<file path="src/rtl/draw_glyph_object_pkg.sv">
// Shared constants, glyph codes, FSM encoding and pixel record for draw_glyph_object.
package draw_glyph_object_pkg;

    localparam int GLYPH_W = 8;
    localparam int GLYPH_H = 16;
    localparam logic [9:0] SCREEN_W = 10'd320;
    localparam logic [8:0] SCREEN_H = 9'd240;

    // Letter codes carried in the glyph ROM; every other code reads blank
    localparam logic [4:0] CODE_E = 5'd17;
    localparam logic [4:0] CODE_L = 5'd21;
    localparam logic [4:0] CODE_P = 5'd24;
    localparam logic [4:0] CODE_U = 5'd27;
    localparam logic [4:0] CODE_V = 5'd28;

    typedef enum logic [1:0] {
        S_IDLE  = 2'd0,
        S_FETCH = 2'd1,
        S_PLOT  = 2'd2,
        S_DONE  = 2'd3
    } state_t;

    // Everything the block drives toward the frame buffer, registered as one word
    typedef struct packed {
        logic [8:0] x;
        logic [7:0] y;
        logic [2:0] colour;
        logic       plot;
        logic       done;
    } pix_t;

endpackage

</file>
<file path="src/rtl/draw_glyph_object_if.sv">
// Page-controller <-> glyph-drawer handshake plus the VGA pixel write port.
interface draw_glyph_object_if;
    logic       start_draw;
    logic [4:0] obj_type;
    logic [8:0] x_origin;
    logic [7:0] y_origin;
    logic       draw_object_done;
    logic [8:0] vga_x;
    logic [7:0] vga_y;
    logic [2:0] vga_colour;
    logic       vga_plot;

    // Page controller side
    modport master (
        output start_draw, obj_type, x_origin, y_origin,
        input  draw_object_done, vga_x, vga_y, vga_colour, vga_plot
    );

    // Glyph drawer side
    modport slave (
        input  start_draw, obj_type, x_origin, y_origin,
        output draw_object_done, vga_x, vga_y, vga_colour, vga_plot
    );
endinterface

</file>
<file path="src/rtl/draw_glyph_object_glyph_rom.sv">
// glyph_rom: 512x8 font ROM (32 codes x 16 rows), synchronous read, address {code,row}.
// Row bit 7 is the leftmost pixel. Only E, L, P, U, V carry artwork.
module glyph_rom
    import draw_glyph_object_pkg::*;
(
    input  logic       clk,
    input  logic       resetn,
    input  logic [8:0] addr,
    output logic [7:0] data
);

    // Blocky 2-pixel-stroke letters occupying rows 2..13
    function automatic logic [7:0] glyph_bits(input logic [4:0] code, input logic [3:0] r);
        logic [7:0] b;
        b = '0;
        if (r >= 4'd2 && r <= 4'd13) begin
            case (code)
                CODE_E:  b = (r == 4'd2 || r == 4'd13) ? 8'h7E : (r == 4'd8) ? 8'h7C : 8'h60;
                CODE_L:  b = (r == 4'd13) ? 8'h7E : 8'h60;
                CODE_P:  b = (r == 4'd2 || r == 4'd7) ? 8'h7C : (r <= 4'd6) ? 8'h66 : 8'h60;
                CODE_U:  b = (r == 4'd13) ? 8'h3C : 8'h66;
                CODE_V:  b = (r == 4'd13) ? 8'h18 : (r == 4'd12) ? 8'h3C : 8'h66;
                default: b = '0;
            endcase
        end
        return b;
    endfunction

    // One-cycle read latency: data reflects the address presented last cycle
    always_ff @(posedge clk or negedge resetn) begin
        if (!resetn) data <= '0;
        else         data <= glyph_bits(addr[8:4], addr[3:0]);
    end

endmodule

</file>
<file path="src/rtl/draw_glyph_object.sv">
// draw_glyph_object: plots one 8x16 glyph from the font ROM at a latched origin,
// one pixel per cycle, clipping anything past the 320x240 screen.
// Build option: GLYPH_BG_FILL_EN -- clear bits plot in BG_COLOUR (opaque box);
// undefined, clear bits are not plotted (transparent). Timing is identical.
// All outputs come straight from registers.
module draw_glyph_object
    import draw_glyph_object_pkg::*;
#(
    parameter logic [2:0] FG_COLOUR = 3'b111,
    parameter logic [2:0] BG_COLOUR = 3'b000
) (
    input  logic                 clk,
    input  logic                 resetn,
    draw_glyph_object_if.slave   bus
);

    localparam logic [2:0] LAST_COL = 3'(GLYPH_W - 1);
    localparam logic [3:0] LAST_ROW = 4'(GLYPH_H - 1);

    state_t     state, state_nxt;
    logic [4:0] type_lat;
    logic [8:0] x_lat;
    logic [7:0] y_lat;
    logic [3:0] row;
    logic [2:0] col;
    logic [7:0] rom_q;
    logic [9:0] x_sum;
    logic [8:0] y_sum;
    logic       bit_set;
    logic       on_screen;
    pix_t       pix_d, pix_q;

    glyph_rom u_rom (
        .clk    (clk),
        .resetn (resetn),
        .addr   ({type_lat, row}),
        .data   (rom_q)
    );

    // State register
    always_ff @(posedge clk or negedge resetn) begin
        if (!resetn) state <= S_IDLE;
        else         state <= state_nxt;
    end

    // Next state: start only matters in IDLE and DONE, so a mid-draw drop is ignored
    always_comb begin
        state_nxt = state;
        case (state)
            S_IDLE:  if (bus.start_draw) state_nxt = S_FETCH;
            S_FETCH: state_nxt = S_PLOT;
            S_PLOT:  if (col == LAST_COL) state_nxt = (row == LAST_ROW) ? S_DONE : S_FETCH;
            S_DONE:  if (!bus.start_draw) state_nxt = S_IDLE;
            default: state_nxt = S_IDLE;
        endcase
    end

    // Origin/type latch and row/column counters
    always_ff @(posedge clk or negedge resetn) begin
        if (!resetn) begin
            type_lat <= '0;
            x_lat    <= '0;
            y_lat    <= '0;
            row      <= '0;
            col      <= '0;
        end else begin
            case (state)
                S_IDLE: if (bus.start_draw) begin
                    type_lat <= bus.obj_type;
                    x_lat    <= bus.x_origin;
                    y_lat    <= bus.y_origin;
                    row      <= '0;
                    col      <= '0;
                end
                S_FETCH: col <= '0;
                S_PLOT: begin
                    col <= col + 3'd1;
                    if (col == LAST_COL) row <= row + 4'd1;
                end
                default: ;
            endcase
        end
    end

    // Pixel decode; sums are one bit wider so off-screen pixels never wrap back on
    always_comb begin
        x_sum     = {1'b0, x_lat} + {7'd0, col};
        y_sum     = {1'b0, y_lat} + {5'd0, row};
        bit_set   = rom_q[3'd7 - col];
        on_screen = (x_sum < SCREEN_W) && (y_sum < SCREEN_H);
        pix_d     = '0;
        if (state == S_PLOT) begin
            pix_d.x      = x_sum[8:0];
            pix_d.y      = y_sum[7:0];
            pix_d.colour = bit_set ? FG_COLOUR : BG_COLOUR;
`ifdef GLYPH_BG_FILL_EN
            pix_d.plot   = on_screen;
`else
            pix_d.plot   = on_screen & bit_set;
`endif
        end
        pix_d.done = (state == S_DONE);
    end

    // Output register: breaks every input-to-output path
    always_ff @(posedge clk or negedge resetn) begin
        if (!resetn) pix_q <= '0;
        else         pix_q <= pix_d;
    end

    assign bus.vga_x            = pix_q.x;
    assign bus.vga_y            = pix_q.y;
    assign bus.vga_colour       = pix_q.colour;
    assign bus.vga_plot         = pix_q.plot;
    assign bus.draw_object_done = pix_q.done;

endmodule

</file>
<file path="src/flat_wrapper.sv">
// flat-port wrapper written by rule: the top's interface ports become plain ports
module draw_glyph_object_flat import draw_glyph_object_pkg::*;
#(
    parameter logic [2:0] FG_COLOUR = 3'b111,
    parameter logic [2:0] BG_COLOUR = 3'b000
)
  (clk, resetn, bus_start_draw, bus_obj_type, bus_x_origin, bus_y_origin, bus_draw_object_done, bus_vga_x, bus_vga_y, bus_vga_colour, bus_vga_plot);
  draw_glyph_object_if bus_i ();
  input  logic clk;
  input  logic resetn;
  input wire logic [$bits(bus_i.start_draw)-1:0] bus_start_draw;
  input wire logic [$bits(bus_i.obj_type)-1:0] bus_obj_type;
  input wire logic [$bits(bus_i.x_origin)-1:0] bus_x_origin;
  input wire logic [$bits(bus_i.y_origin)-1:0] bus_y_origin;
  output wire logic [$bits(bus_i.draw_object_done)-1:0] bus_draw_object_done;
  output wire logic [$bits(bus_i.vga_x)-1:0] bus_vga_x;
  output wire logic [$bits(bus_i.vga_y)-1:0] bus_vga_y;
  output wire logic [$bits(bus_i.vga_colour)-1:0] bus_vga_colour;
  output wire logic [$bits(bus_i.vga_plot)-1:0] bus_vga_plot;
  assign bus_i.start_draw = bus_start_draw;
  assign bus_i.obj_type = bus_obj_type;
  assign bus_i.x_origin = bus_x_origin;
  assign bus_i.y_origin = bus_y_origin;
  assign bus_draw_object_done = bus_i.draw_object_done;
  assign bus_vga_x = bus_i.vga_x;
  assign bus_vga_y = bus_i.vga_y;
  assign bus_vga_colour = bus_i.vga_colour;
  assign bus_vga_plot = bus_i.vga_plot;
  draw_glyph_object #(.FG_COLOUR(FG_COLOUR), .BG_COLOUR(BG_COLOUR)) u_core (.clk(clk), .resetn(resetn), .bus(bus_i));
endmodule
</file>
<file path="config.mk">
export PLATFORM = sky130hd
export DESIGN_NAME = draw_glyph_object_flat
export DESIGN_NICKNAME = d
export VERILOG_FILES = /design/src/rtl/draw_glyph_object_pkg.sv /design/src/rtl/draw_glyph_object_if.sv /design/src/rtl/draw_glyph_object_glyph_rom.sv /design/src/rtl/draw_glyph_object.sv /design/src/flat_wrapper.sv
export SDC_FILE = /design/constraint.sdc
export NUM_CORES = 1
export LEC_CHECK = 0
export ABC_AREA = 0
export BUFFER_PORTS_ARGS = -buffer_cell sky130_fd_sc_hd__buf_2
export CAP_MARGIN = 10
export CORE_AREA = 5 5 79 81
export CTS_CLUSTER_SIZE = 25
export DETAILED_ROUTE_END_ITERATION = 6
export DIE_AREA = 0 0 84 86
export MAX_ROUTING_LAYER = met4
export PLACE_DENSITY = 0.87
export SLEW_MARGIN = 5
export SYNTH_ARGS = -nofsm -noshare
export SYNTH_HDL_FRONTEND = slang
export SYNTH_HIERARCHICAL = 1
export SYNTH_SLANG_ARGS = --single-unit
export TNS_END_PERCENT = 10
</file>
<file path="constraint.sdc">
create_clock -name clk -period 2.2 [get_ports clk]
set_input_delay 0.11 -clock clk [delete_from_list [all_inputs] [get_ports clk]]
set_output_delay 0.11 -clock clk [all_outputs]
set_load 0.02 [all_outputs]
</file>
# ---- Yosys cells after proc, flatten, opt, wreduce, memory -nomap -nowiden
# Cells that the tools add are included.
dict set report totals {
  reg_bits 61
  elab_cells 77
}
dict set report op_classes {
  muxes 24
  add_sub_neg 5
  magnitude_cmp 6
  n_bitwise 1
  n_eq_ne 18
  reduce_logical 11
}
# operator count
set ops {}
lappend ops {{7-bit case mux with 5 select lines} 1}
lappend ops {{5-bit equality test, second input constant} 5}
lappend ops {{21-bit 2-to-1 mux} 1}
lappend ops {{7-bit 2-to-1 mux} 3}
lappend ops {{5-bit 2-to-1 mux} 4}
lappend ops {{4-bit equality test, second input constant} 4}
lappend ops {{9-bit by 3-bit adder with 10-bit output} 1}
lappend ops {{10-bit by 9-bit less-than comparator with 1-bit output, second input constant} 1}
lappend ops {{8-bit by 4-bit adder with 9-bit output} 1}
lappend ops {{9-bit by 8-bit less-than comparator with 1-bit output, second input constant} 1}
lappend ops {{3-bit 2-to-1 mux} 3}
lappend ops {{3-bit case mux with 3 select lines} 1}
lappend ops {{2-bit 2-to-1 mux} 4}
lappend ops {{4-bit 2-to-1 mux} 2}
lappend ops {{8-bit 2-to-1 mux} 1}
lappend ops {{2-bit case mux with 4 select lines} 1}
lappend ops {{4-bit case mux with 2 select lines} 1}
lappend ops {{3-bit AND reduction} 2}
lappend ops {{4-bit by 1-bit adder with 4-bit output, second input constant} 1}
lappend ops {{2-bit equality test, second input constant} 2}
lappend ops {{4-bit by 2-bit equality test with 1-bit output, second input constant} 1}
lappend ops {{4-bit by 3-bit equality test with 1-bit output, second input constant} 1}
lappend ops {{4-bit by 2-bit greater-or-equal comparator with 1-bit output, second input constant} 1}
lappend ops {{4-bit by 3-bit <= comparator with 1-bit output, second input constant} 1}
lappend ops {{17 further kinds} 21}

# ---- Longest topological paths before layout
dict set report depth {
  word_depth 5
  ltp_mapped 8
  mapped_depth_nobuf 8
}

# ---- Cells and area by module
# Netlist, hierarchy kept.
# module n_inst area_per_inst_um2 cells_each
set by_module_without_submodules {}
lappend by_module_without_submodules {draw_glyph_object 1 2437.3 200}
lappend by_module_without_submodules {glyph_rom 1 469.2 52}

# ---- Least setup slack after synthesis
# No wires, ideal clock.
dict set report synth_timing {
  kind {register to register}
  start {reg u_core.col[0]}
  end {reg u_core.pix_q, in the netlist u_core/bus.vga_plot}
  n_path_buf 0
  setup_slack_ns 0.281
  setup_ns 0.080
  period_less_slack_ns 1.919
  path_stages_with_launch 9
  arrival_time_ns 1.838
  cell_sequence {dfrtp_1 ha_1 inv_1 fa_1 nor2b_4 o2111a_1 o211ai_1 o311a_1 nor3_2}
}
# item line_no
set synth_lines {}
lappend synth_lines {{from (decl)} draw_glyph_object.sv:25} ;# logic [2:0] col;
lappend synth_lines {{from (signal assigned)} draw_glyph_object.sv:77} ;# col <= col + 3'd1;
lappend synth_lines {{to (signal assigned)} draw_glyph_object.sv:108} ;# else pix_q <= pix_d;
lappend synth_lines {{to (decl)} draw_glyph_object.sv:31} ;# pix_t pix_d, pix_q;

==> results.toml <==
[synth]
synth.top_cell.area_share_pct = 48.21
syn_area_mm2 = 0.002907
synth_top_family_by_area = "simple AND/OR/NAND/NOR gates"
synthCells = 252
synth_edf_count = 0
yosysSeqAreaShare_pct = 48.21
ys.flop_type = "dfrtp_1"
synthArstFlopShare_pct = 100.0
syn_area_per_cell_um2 = 11.53
synth_area_leaders = "dfrtp_1 (48%), mux2_1 (5.0%), ha_1 (4.3%)"
yosys-top-cells-count = "dfrtp_1 (56), nor2_1 (20), nand2_1 (14)"
yosys.cell_count.top_type = "dfrtp_1"
yosysWarnings = 6
synth_area_leader_cell = "dfrtp_1"
post_synth_fa_ha_maj_area_fraction_pct = 5.682
synth.area.mux_share_pct = 11.41
ys_seq_elements = 56
yosys.cell_types.count = 59
synth-compound-area-share_pct = 9.514
synth-simple-area-share_pct = 15.76
synth-xor-area-share_pct = 5.123

[sta]
hold_violations = 0
slew_headroom_pct = 65.64
finClkSkew_ns = 0.004824
timing.fmax_mhz = 500.9
tightest_slew_ns = 0.5154
drv_slew = 0
fin_crit_sh_pct = 90.74
final.setup.tns_ns = 0
grt_setup_unrepaired = "no"
setup_viol = 0
fin_crit_ns = 1.996

[finish]
fill_cells = 436
synthToLayoutAreaGrowth_pct = 14.72
antenna_cells = 0
drive_gt1_share_pct = 28.29
finalNetCount = 340

[route]
ant_nets = 0
vias = 2040
drtIter0Drc = 67
drt-pass1-iter-count = 4
wl_mm = 5.395
drcViolationCount = 0
post_drt_wl_per_cell_um = 14.35
vias_per_cell = 5.426

[global_routing]
grt_usage_pct = 16.20
grt-ovfl-total = 0
grt_pass1_vias = 2089
antenna_found_initial = 0
grt_max_degree = 33
grt_pass1_wl_mm = 9.356

[power]
p_leak_nw = 1.588
ir_worst_vdd_mv = 0.5445
p_switching_mw = 1.796
sw_frac_of_total_pct = 39.57
clockPowerShare_pct = 14.5
p_int_mw = 2.743
p_per_area_mw_per_mm2 = 1361
finalPower_mw = 4.540
power_frac_comb_pct = 44.1
seqPwrFrac_pct = 41.4

[critical_path]
required_ns = 2.44
arrival_ns = 2.24
path_max_fanout = 7
end_kind = "flop"
criticalPathCategory = "reg -> reg"
worst_setup_path_start_kind = "flop"
crit_chain = "inv_1 > fa_1 > nor2b_4 > o2111a_1 > o211ai_1 > o311a_1 > nor3_2"
slowest_delay_ns = 0.48
slowest_stage = "dfrtp_1"

[floorplan]
die-area_mm2 = 0.007224
core_area_mm2 = 0.005405
start_util_pct = 53.77
num_rows = 27
die_y_um = 86
io-pin-count = 47
die_width_um = 84

[clocking]
clockBufferDepth = 2
clock-sinks = 56
post_cts_resize_count = 0
path_clk_slew_ns = 0.09
cts_tree = "done"
insertion_delay_ns = 0.31
cts-root-buf = "clkbuf_8"
cts_inserted_buffers = 5
h-tree-depth = 2

[job]
max_cap_viol_count = 0

[run_status]
outcome = "finished clean"

[hold_path]
hold_class = "in -> reg"

[placement]
gp_congestion = 0.8611
portBuffers = 46
dp_hpwl_mm = 4.047
## cells by family (layout without fill, tap and decap cells)
family / after synthesis / after routing
buf+inv: 21 / 72
xor+xnor: 17 / 17
compound gates: 38 / 38
fa+ha+maj: 12 / 12
simple gates: 80 / 80
mux: 27 / 27
other cells: 1 / 2
flops: 56 / 56
## worst max-delay path: cells and delay by family, from the launching register on
family | cells | cell delay (ns)
AO/OA/AOI/OAI | 3 | 0.58
flip-flops | 1 | 0.48
adder cells (fa/ha/maj) | 1 | 0.45
AND/OR/NAND/NOR | 2 | 0.33
buffers and inverters | 1 | 0.09
## power by group through the flow
stage	Clock (mW)	Combinational, mW	Sequential, mW
2_1_floorplan	0	1.39	1.96
4_1_cts	0.678	2.02	1.88
5_1_grt	0.712	2.24	1.96
3_3_place_gp	0	1.92	1.87
3_5_place_dp	0	2.01	1.90
6_report	0.657	2.00	1.88
## placed cells by master (no fill, tap or decap), drive strengths merged, types with 2 or more instances in the layout
master | synthesis | layout
and3b | 2 | 2
fa | 2 | 2
o21ai | 7 | 7
a31oi | 2 | 2
a22o | 4 | 4
nor3 | 5 | 5
mux2i | 2 | 2
conb | 1 | 2
nand3b | 2 | 2
dfrtp | 56 | 56
nand3 | 11 | 11
nor2 | 22 | 22
nand2 | 15 | 15
a22oi | 2 | 2
a21o | 4 | 4
mux4 | 2 | 2
dlygate4sd3 | 0 | 2
xor2 | 8 | 8
o2111ai | 2 | 2
and2 | 4 | 4
mux2 | 23 | 23
ha | 10 | 10
nor2b | 6 | 6
buf | 13 | 55
a21oi | 9 | 9
clkbuf | 1 | 5
and3 | 2 | 2
xnor2 | 9 | 9
nand2b | 2 | 2
nor4 | 2 | 2
inv | 7 | 7
## flip-flops by register name (all words and copies together), names as in the netlist
register,cells
u_core/bus.vga_x,9
u_core/x_lat,9
u_core/u_rom/data,5
u_core/type_lat,5
u_core/bus.vga_plot,1
u_core/state,2
u_core/bus.draw_object_done,1
u_core/y_lat,8
u_core/bus.vga_colour,1
u_core/row,4
u_core/col,3
u_core/bus.vga_y,8
## worst paths after layout
kind                                      start                   to  slack, ns  cells past startpoint
min in group asynchronous                resetn  u_core/bus.vga_x[1]       0.30                      2
worst max register to register    u_core/col[1]  u_core/bus.vga_plot       0.20                      7
worst max-delay path              u_core/col[1]  u_core/bus.vga_plot       0.20                      7
max in group asynchronous                resetn        u_core/row[1]       1.11                      3
worst min-delay path            bus_y_origin[4]      u_core/y_lat[4]      0.004                      3
worst min register to register  u_core/y_lat[0]      u_core/y_lat[0]       0.52                      1
## final cells by class
| class | count | area (um2) | area share (%) |
|---|---|---|---|
| flip-flops and latches | 56 | 1401 | 42.03 |
| clock buffers | 5 | 68.82 | 2.064 |
| repair buffers | 57 | 317.8 | 9.531 |
| inverters | 7 | 26.28 | 0.7880 |
| multi-input cells | 176 | 1388 | 41.61 |
| clock inverters | 3 | 42.54 | 1.276 |
| well taps | 72 | 90.09 | 2.702 |
## per-layer routing
layer	up-vias	GRT usage (%)	share of wire, %
met3	14	4.227	6.7
met4	0	5.263	1.8
li1	984	-	-
met2	58	27.69	50
met1	984	18.70	41
met5	-	-	0
## per-stage QoR
stage / instance area [um2] / hold WS (ns) / std cells / utilization [%] / setup WS, ns
floorplan: 2910 / -0.1856 / 253 / - / 0.2813
global placement: 3203 / 0.1074 / 366 / 59.26 / 0.3579
detailed placement: 3203 / 0.1100 / 366 / 59.26 / 0.2198
CTS: 3334 / 0.0007359 / 376 / 61.69 / 0.2061
global route: 3334 / 0.001875 / 376 / 61.69 / 0.08773
finish: 3334 / 0.004487 / 376 / 61.69 / 0.2036
## timing repair
item	CTS	global route
setup buffers	0	0
hold endpoints to repair	25	0
hold buffers	2	0
Note: power is estimated with default switching activity, not from simulation.
